**src/rtl/sr_cmd_debouncer.sv**
```systemverilog
`default_nettype none
// ============================================================================
// Module   : sr_cmd_debouncer
// Desc     : Synchronises, debounces and edge-detects two push-button inputs
//            into mutually exclusive single-cycle s/r command pulses.
//            Optional lockout after a conflict: define SR_CMD_LOCKOUT_EN.
// Revision : 1.0 - initial release
// ============================================================================
module sr_cmd_debouncer #(
  parameter int SYNC_STAGES     = 2,
  parameter int DEBOUNCE_CYCLES = 4
) (
  input  logic clk,
  input  logic rst,
  input  logic i_btn_set,
  input  logic i_btn_rst,
  output logic o_s,
  output logic o_r,
  output logic o_conflict,
  output logic o_locked
);

  localparam int CNT_W = $clog2(DEBOUNCE_CYCLES + 1);
  localparam logic [CNT_W-1:0] C_CNT_MAX = CNT_W'(DEBOUNCE_CYCLES);
  localparam logic [CNT_W-1:0] C_CNT_ONE = CNT_W'(1);

  typedef enum logic [1:0] {
    IDLE_LOW     = 2'd0,
    CONFIRM_HIGH = 2'd1,
    IDLE_HIGH    = 2'd2,
    CONFIRM_LOW  = 2'd3
  } state_t;

  logic [1:0] w_btn;
  logic [1:0] w_req;

  assign w_btn = {i_btn_rst, i_btn_set};

  // Channel 0 is the set request, channel 1 the reset request.
  generate
    for (genvar g = 0; g < 2; g++) begin : g_ch
      logic [SYNC_STAGES-1:0] r_sync;
      logic                   w_x_sync;
      state_t                 r_state;
      state_t                 w_state_nxt;
      logic [CNT_W-1:0]       r_cnt;
      logic [CNT_W-1:0]       w_cnt_nxt;
      logic                   r_req;
      logic                   w_req_nxt;

      always_ff @(posedge clk or posedge rst) begin
        if (rst) begin
          r_sync <= '0;
        end else begin
          r_sync <= {r_sync[SYNC_STAGES-2:0], w_btn[g]};
        end
      end

      assign w_x_sync = r_sync[SYNC_STAGES-1];

      // A full count wins over the sample on that edge, so exactly
      // DEBOUNCE_CYCLES matching samples are enough to accept a change.
      always_comb begin
        w_state_nxt = r_state;
        w_cnt_nxt   = r_cnt;
        w_req_nxt   = 1'b0;
        case (r_state)
          IDLE_LOW: begin
            if (w_x_sync) begin
              w_state_nxt = CONFIRM_HIGH;
              w_cnt_nxt   = C_CNT_ONE;
            end
          end
          CONFIRM_HIGH: begin
            if (r_cnt == C_CNT_MAX) begin
              w_state_nxt = IDLE_HIGH;
              w_cnt_nxt   = '0;
              w_req_nxt   = 1'b1;
            end else if (!w_x_sync) begin
              w_state_nxt = IDLE_LOW;
              w_cnt_nxt   = '0;
            end else begin
              w_cnt_nxt   = r_cnt + C_CNT_ONE;
            end
          end
          IDLE_HIGH: begin
            if (!w_x_sync) begin
              w_state_nxt = CONFIRM_LOW;
              w_cnt_nxt   = C_CNT_ONE;
            end
          end
          CONFIRM_LOW: begin
            if (r_cnt == C_CNT_MAX) begin
              w_state_nxt = IDLE_LOW;
              w_cnt_nxt   = '0;
            end else if (w_x_sync) begin
              w_state_nxt = IDLE_HIGH;
              w_cnt_nxt   = '0;
            end else begin
              w_cnt_nxt   = r_cnt + C_CNT_ONE;
            end
          end
          default: begin
            w_state_nxt = IDLE_LOW;
            w_cnt_nxt   = '0;
          end
        endcase
      end

      always_ff @(posedge clk or posedge rst) begin
        if (rst) begin
          r_state <= IDLE_LOW;
          r_cnt   <= '0;
          r_req   <= 1'b0;
        end else begin
          r_state <= w_state_nxt;
          r_cnt   <= w_cnt_nxt;
          r_req   <= w_req_nxt;
        end
      end

      assign w_req[g] = r_req;
    end
  endgenerate

  logic r_s;
  logic r_r;
  logic r_conflict;
  logic w_both;

  assign w_both = w_req[0] & w_req[1];

`ifdef SR_CMD_LOCKOUT_EN
  logic r_locked;
  logic w_all_idle_low;

  assign w_all_idle_low = (g_ch[0].r_state == IDLE_LOW) &&
                          (g_ch[1].r_state == IDLE_LOW);

  // Requests seen while locked are dropped, including a second conflict.
  always_ff @(posedge clk or posedge rst) begin
    if (rst) begin
      r_s        <= 1'b0;
      r_r        <= 1'b0;
      r_conflict <= 1'b0;
      r_locked   <= 1'b0;
    end else begin
      r_s        <= w_req[0] & ~w_req[1] & ~r_locked;
      r_r        <= w_req[1] & ~w_req[0] & ~r_locked;
      r_conflict <= w_both & ~r_locked;
      if (w_both && !r_locked) begin
        r_locked <= 1'b1;
      end else if (w_all_idle_low) begin
        r_locked <= 1'b0;
      end
    end
  end

  assign o_locked = r_locked;
`else
  always_ff @(posedge clk or posedge rst) begin
    if (rst) begin
      r_s        <= 1'b0;
      r_r        <= 1'b0;
      r_conflict <= 1'b0;
    end else begin
      r_s        <= w_req[0] & ~w_req[1];
      r_r        <= w_req[1] & ~w_req[0];
      r_conflict <= w_both;
    end
  end

  assign o_locked = 1'b0;
`endif

  assign o_s        = r_s;
  assign o_r        = r_r;
  assign o_conflict = r_conflict;

endmodule
`default_nettype wire

```
**config.mk**
```make
export PLATFORM = sky130hd
export DESIGN_NAME = sr_cmd_debouncer
export DESIGN_NICKNAME = d
export VERILOG_FILES = /design/src/rtl/sr_cmd_debouncer.sv
export SDC_FILE = /design/constraint.sdc
export NUM_CORES = 1
export LEC_CHECK = 0
export ABC_AREA = 1
export BUFFER_PORTS_ARGS = -buffer_cell sky130_fd_sc_hd__buf_2
export CAP_MARGIN = 20
export CORE_MARGIN = 2
export CORE_UTILIZATION = 25
export DETAILED_ROUTE_END_ITERATION = 6
export GPL_TIMING_DRIVEN = 0
export HOLD_SLACK_MARGIN = 0.03
export PLACE_DENSITY = 0.47
export SYNTH_ARGS = -nofsm -noshare
export SYNTH_HDL_FRONTEND = slang
export SYNTH_SLANG_ARGS = --single-unit
```
**constraint.sdc**
```tcl
create_clock -name clk -period 2.9 [get_ports clk]
set_input_delay 0.58 -clock clk [delete_from_list [all_inputs] [get_ports clk]]
set_output_delay 0.58 -clock clk [all_outputs]
set_load 0.02 [all_outputs]
```
**Word-level counts from Yosys, hierarchy flattened**

Index checks and enable logic that the tools add are counted.

- Bitwise gates (word level): 5
- Reductions and logical operators: 6
- Eq/ne operators: 16
- Mux-type cells: 32
- Add/subtract/negate cells: 2

Operators with widths:

| kind | number |
|---|---|
| 3-bit two-way mux | 12 |
| 2-bit two-way mux | 12 |
| 3-bit one-hot mux with 4 select lines | 2 |
| 2-bit one-hot mux with 4 select lines | 2 |
| 3-bit inequality test (second input constant) | 4 |
| 2-bit == test (second input constant) | 4 |
| 2-bit inequality test (second input constant) | 4 |
| 4-bit AND reduction | 2 |
| 3-bit by 1-bit adder with 3-bit output (second input constant) | 2 |
| 3-bit == test (second input constant) | 2 |
| 2-bit by 1-bit == test with 1-bit output (second input constant) | 2 |
| 2-bit zero test | 2 |
| 1-bit two-way mux | 4 |
| 2-bit AND reduction | 2 |
| 1-bit AND | 3 |
| 1-bit inverter | 2 |

- Input bits: 4
- Output and inout bits: 4
- Bits in registers: 19

**Depth between registers and ports, before layout**

- Depth in word-level cells: 4
- Gate-level depth with buffers: 7
- Mapped depth without buffers: 7

**Worst setup path before layout**

No wires, ideal clock.

- Path kind: reg2reg
- Start: reg g_ch[0].r_cnt[0]
- End: reg g_ch[0].r_state[1]
- Library setup time: 0.079 ns
- Path buffers: 0
- Arrival: 0.920 ns
- Clock period less this slack: 0.999 ns
- Cell stages (with the launch flop): 6
- Setup slack: 1.901 ns
- Required time: 2.821 ns
- Cells stage by stage: dfrtp_1 > inv_1 > ha_1 > nand2_2 > nor2_2 > xor2_1

- Cells in the longest elaborated chain, start to end: 3
- Elaborated cells on any way between the ends: 7
- Those cells by class: eq/ne: 3; mux: 3; reduce/logical: 1

Ends and longest elaborated chain:

| what | RTL line | text |
|---|---|---|
| from (decl) | 46 | `logic [CNT_W-1:0] r_cnt;` |
| from (signal assigned) | 117 | `r_cnt <= w_cnt_nxt;` |
| 3-bit == test (*) | 75, 93 |  |
| 3-bit inequality test (no source line), or another cell as far along | - |  |
| 4-bit AND reduction (no source line) or 2-bit one-hot mux with 4 select lines (tied branches) | - |  |
| to (signal assigned) | 116 | `r_state <= w_state_nxt;` |
| to (decl) | 44 | `state_t r_state;` |

Mark *: on every way between the ends. The rest lies on a longest branch, timed or not.
A chain may end at the register's enable or synchronous reset.

**Worst setup path after layout**

- Start: reg r_r, in the netlist o_r
- End: out o_r

RTL lines:

| what | RTL line | text |
|---|---|---|
| from (decl) | 127 | `logic r_r;` |
| from (signal assigned) | 168 | `r_r <= w_req[1] & ~w_req[0];` |
| to (decl) | 18 | `output logic o_r,` |

No word-level cell between the ends.

==> results by stage <==
Logic synthesis:
- The sequential area share after synthesis is 56.21%.
- The instance count of the mapped netlist is 98.
- When the netlist entered floorplanning its net count stood at about 110.
- The number of warnings issued by yosys is 0.
- The flip-flop and latch count after synthesis is 19.
- The distinct cell type count after synthesis is 13.
- The summed instance area of the synthesized netlist is 845.8 um2.
- The mean area per synthesized cell is 8.631 um2.

Finish:
- The final design area excluding fillers is about 960 um2.
- In the final layout, the share of cells above drive strength 1 is about 13%.
- After filler insertion, the fill cell instance count of the layout stands at 352.
- The final layout contains 117 nets.
- In the layout the commonest cells are 31 x nand2_1, 20 x inv_1, 19 x dfrtp_1, 8 x nand3_1, 6 x buf_2.
- Measured on the finished design, the core utilization comes to just under 30%.
- The most common library cell in the layout ignoring fill and taps is nand2_1.
- Registers take 475.5 um2.
- Summing all multi-input logic gate instances after layout gives 287.8 um2.
- The area growth from synthesis to layout is 13.46%.
- 0 antenna diodes ended up in the layout.

Clock tree:
- Counting every sink on the clock net gives 19.
- The CTS tree is built.
- CTS built an H-tree with a depth of 1.
- Post-CTS repair changed the size of 0 cells.
- The CTS clock-pin slew for the worst setup and hold paths is around 100 ps.
- The clock buffer count from CTS is 3.
- After clock tree synthesis, the flow added hold-fix buffers numbering 0.
- The longest clock path from root to sink contains 2 buffers.
- At the later pin of the worst-skew pair, clock insertion delay measures between 200 and 300 ps.
- In this run the post-CTS setup repair buffer count came out at 0.
- The cell at the root of the clock tree is clkbuf_4.

Worst setup path:
- The worst reg-to-reg path cell count is 5.
- The startpoint identified for the worst register-to-register timing path is g_ch[0].r_cnt[0].
- The data required time of the critical path is around 2300 ps.
- The worst register-to-register path has a setup slack of 1770 ps.
- The worst register-to-register path ends at g_ch[0].r_state[1].
- The biggest cell delay along the critical path is between 300 and 400 ps.
- Together, buffers and inverters on the worst path number 1.
- The worst setup path is launched from a flip-flop.
- The worst setup path is of the reg2out kind.
- The data arrival at the endpoint of the critical path is roughly 800 ps.
- The kind of cell with the highest combined delay along the critical path is flip-flops.
- The cell with the largest stage delay on the worst path is dfrtp_1.
- Of all nets on the critical path, the largest fanout is 1.
- STA classifies the critical path endpoint as an output port.
- Walking the worst path, the cells encountered are buf_2.

Timing:
- The shortest period the worst path allows is ~1400 ps.
- The total count of hold-check failures in the final report came to 0.
- Setup repair after global routing left no endpoint under its margin.
- The final clock skew is 0.8623 ps.
- The part of the cycle the worst path needs is 48.30%.
- The setup TNS after final layout is 0 ps.
- The max-slew violation count was 0.
- The headroom to the max-slew limit is 50.59%.
- The timing-limited maximum frequency is 714.0 MHz.
- On the final layout, the worst hold slack is 357.7 ps.
- Setup violations remaining at the end of the flow were counted as 0.
- At the pin with the least slew margin, the transition time is 740.3 ps.

Detailed routing:
- The DRC violation total after the first TritonRoute iteration is 31.
- The total vias in the final route is 577.
- In the routed layout, each cell is associated on average with a via count of 3.747.
- The post-detailed-route count of antenna-violating nets is 0.
- The total DRC errors in the routed layout is 0.
- Wires add up to 1224 um.
- After detailed routing, the average wire length per cell comes to just under 8 um.
- The first-pass iteration count of the detailed router is 4.

GRT:
- For this run, the total global-route usage over all layers was measured as 8.031%.
- The maximum number of pins on one net before global-route repair is 20.
- Global routing finished with a remaining overflow of 0.
- The first global-routing pass estimated 2470 um of wire.
- The initial antenna violation count is 0.
- The via count of the first global-routing pass was 613.

Power:
- The worst supply voltage drop on vdd is between 0.3 and 0.4 mV.
- The cell leakage power is ~0.55 nW.
- The areal power density over the cells is 741.1 nW/um2.

Floorplan:
- After floorplanning, the core was divided into 21 placement rows.
- The number of top-level pins is 8.
- The die height is ~62 um.
- The die covers 3864 um2.
- The area of the core is 3284 um2.
- The floorplan step set the die width to around 62 um.
- The initial cell density of the core is 25.75%.

Hold path:
- The worst hold path depth is 0.
- The worst hold path endpoint is g_ch[1].r_sync[1].
- The kind of path behind the tightest hold check is reg2reg.
- The source of the worst hold timing path is g_ch[1].r_sync[0].

Flow run:
- The tool flagged a number of max-cap violations equal to 0.

Place:
- The number of I/O port buffers is 6.
- At the end of routability-driven placement, the weighted congestion stood at 0.7780.
- The HPWL after detailed placement is 899.6 um.
- The total placed instance area is 933.4 um2.

Status:
- The run finished with clean final reports.
==> stage by stage <==
stage / total power, mW / setup WS [ps] / cells
2_1_floorplan: 0.5410 / 1901 / 98
3_5_place_dp: 0.5899 / 1630 / 150
4_1_cts: 0.7269 / 1486 / 154
6_report: 0.7112 / 1499 / 154
3_3_place_gp: 0.5812 / 1656 / 150
5_1_grt: 0.7908 / 1450 / 154
==> worst max path at each step <==
stage          slack, ps  cells past startpoint        startpoint                 end
2_1_floorplan       1900                      5  g_ch[0].r_cnt[0]  g_ch[0].r_state[1]
3_3_place_gp        1660                      2               rst   g_ch[1].r_sync[0]
5_1_grt             1450                      1               o_s                 o_s
3_5_place_dp        1630                      2               rst  g_ch[1].r_state[0]
6_report            1500                      1               o_r                 o_r
4_1_cts             1490                      1               o_r                 o_r
==> synthesized netlist by cell type, drive strengths merged <==
cell type,number,share of area [%]
buf,1,0.89
a21oi,2,1.2
inv,20,8.9
xor2,2,2.1
conb,1,0.44
nor3,2,1.2
nor2,6,3.3
nand3,8,4.7
ha,4,5.9
nand2,33,15
dfrtp,19,56
==> cell families (layout without fill, tap and decap cells) <==
family,after synthesis,after routing,share of synthesized area [%]
and+or+nand+nor,49,49,24.41
buffers and inverters,21,31,9.763
DFF,19,19,56.21
adders and majority gates,4,4,5.917
AOI/OAI and AO/OA,2,2,1.183
xor gates and xnor gates,2,2,2.071
other,1,1,0.4434
==> routing by layer <==
metal / vias up / routed length, um / GRT usage, %
met5: - / 0 / 0
met4: 0 / 0 / 2.778
met3: 0 / 64 / 3.804
met2: 9 / 607 / 12.64
met1: 261 / 552 / 9.655
li1: 307 / - / -
==> flip-flops by register name (all words and copies together) (netlist names) <==
signal        flops
o_r               1
g_ch.r_req        2
g_ch.r_state      4
o_conflict        1
g_ch.r_cnt        6
g_ch.r_sync       4
o_s               1
==> where the power goes <==
part | internal (mW) | switching [mW]
Combinational | 0.0777 | 0.134
Sequential | 0.321 | 0.0461
Clock | 0.0535 | 0.0788
Total | 0.452 | 0.259
==> layout make-up <==
class | count | share of cell area, %
clock buffers | 4 | 2.738
multi-input cells | 58 | 29.99
plain buffers | 1 | 0.7823
well taps | 46 | 5.997
repair buffers | 6 | 3.129
inverters | 20 | 7.823
flip-flops and latches | 19 | 49.54
No activity file was read; power rests on OpenSTA's default activity.
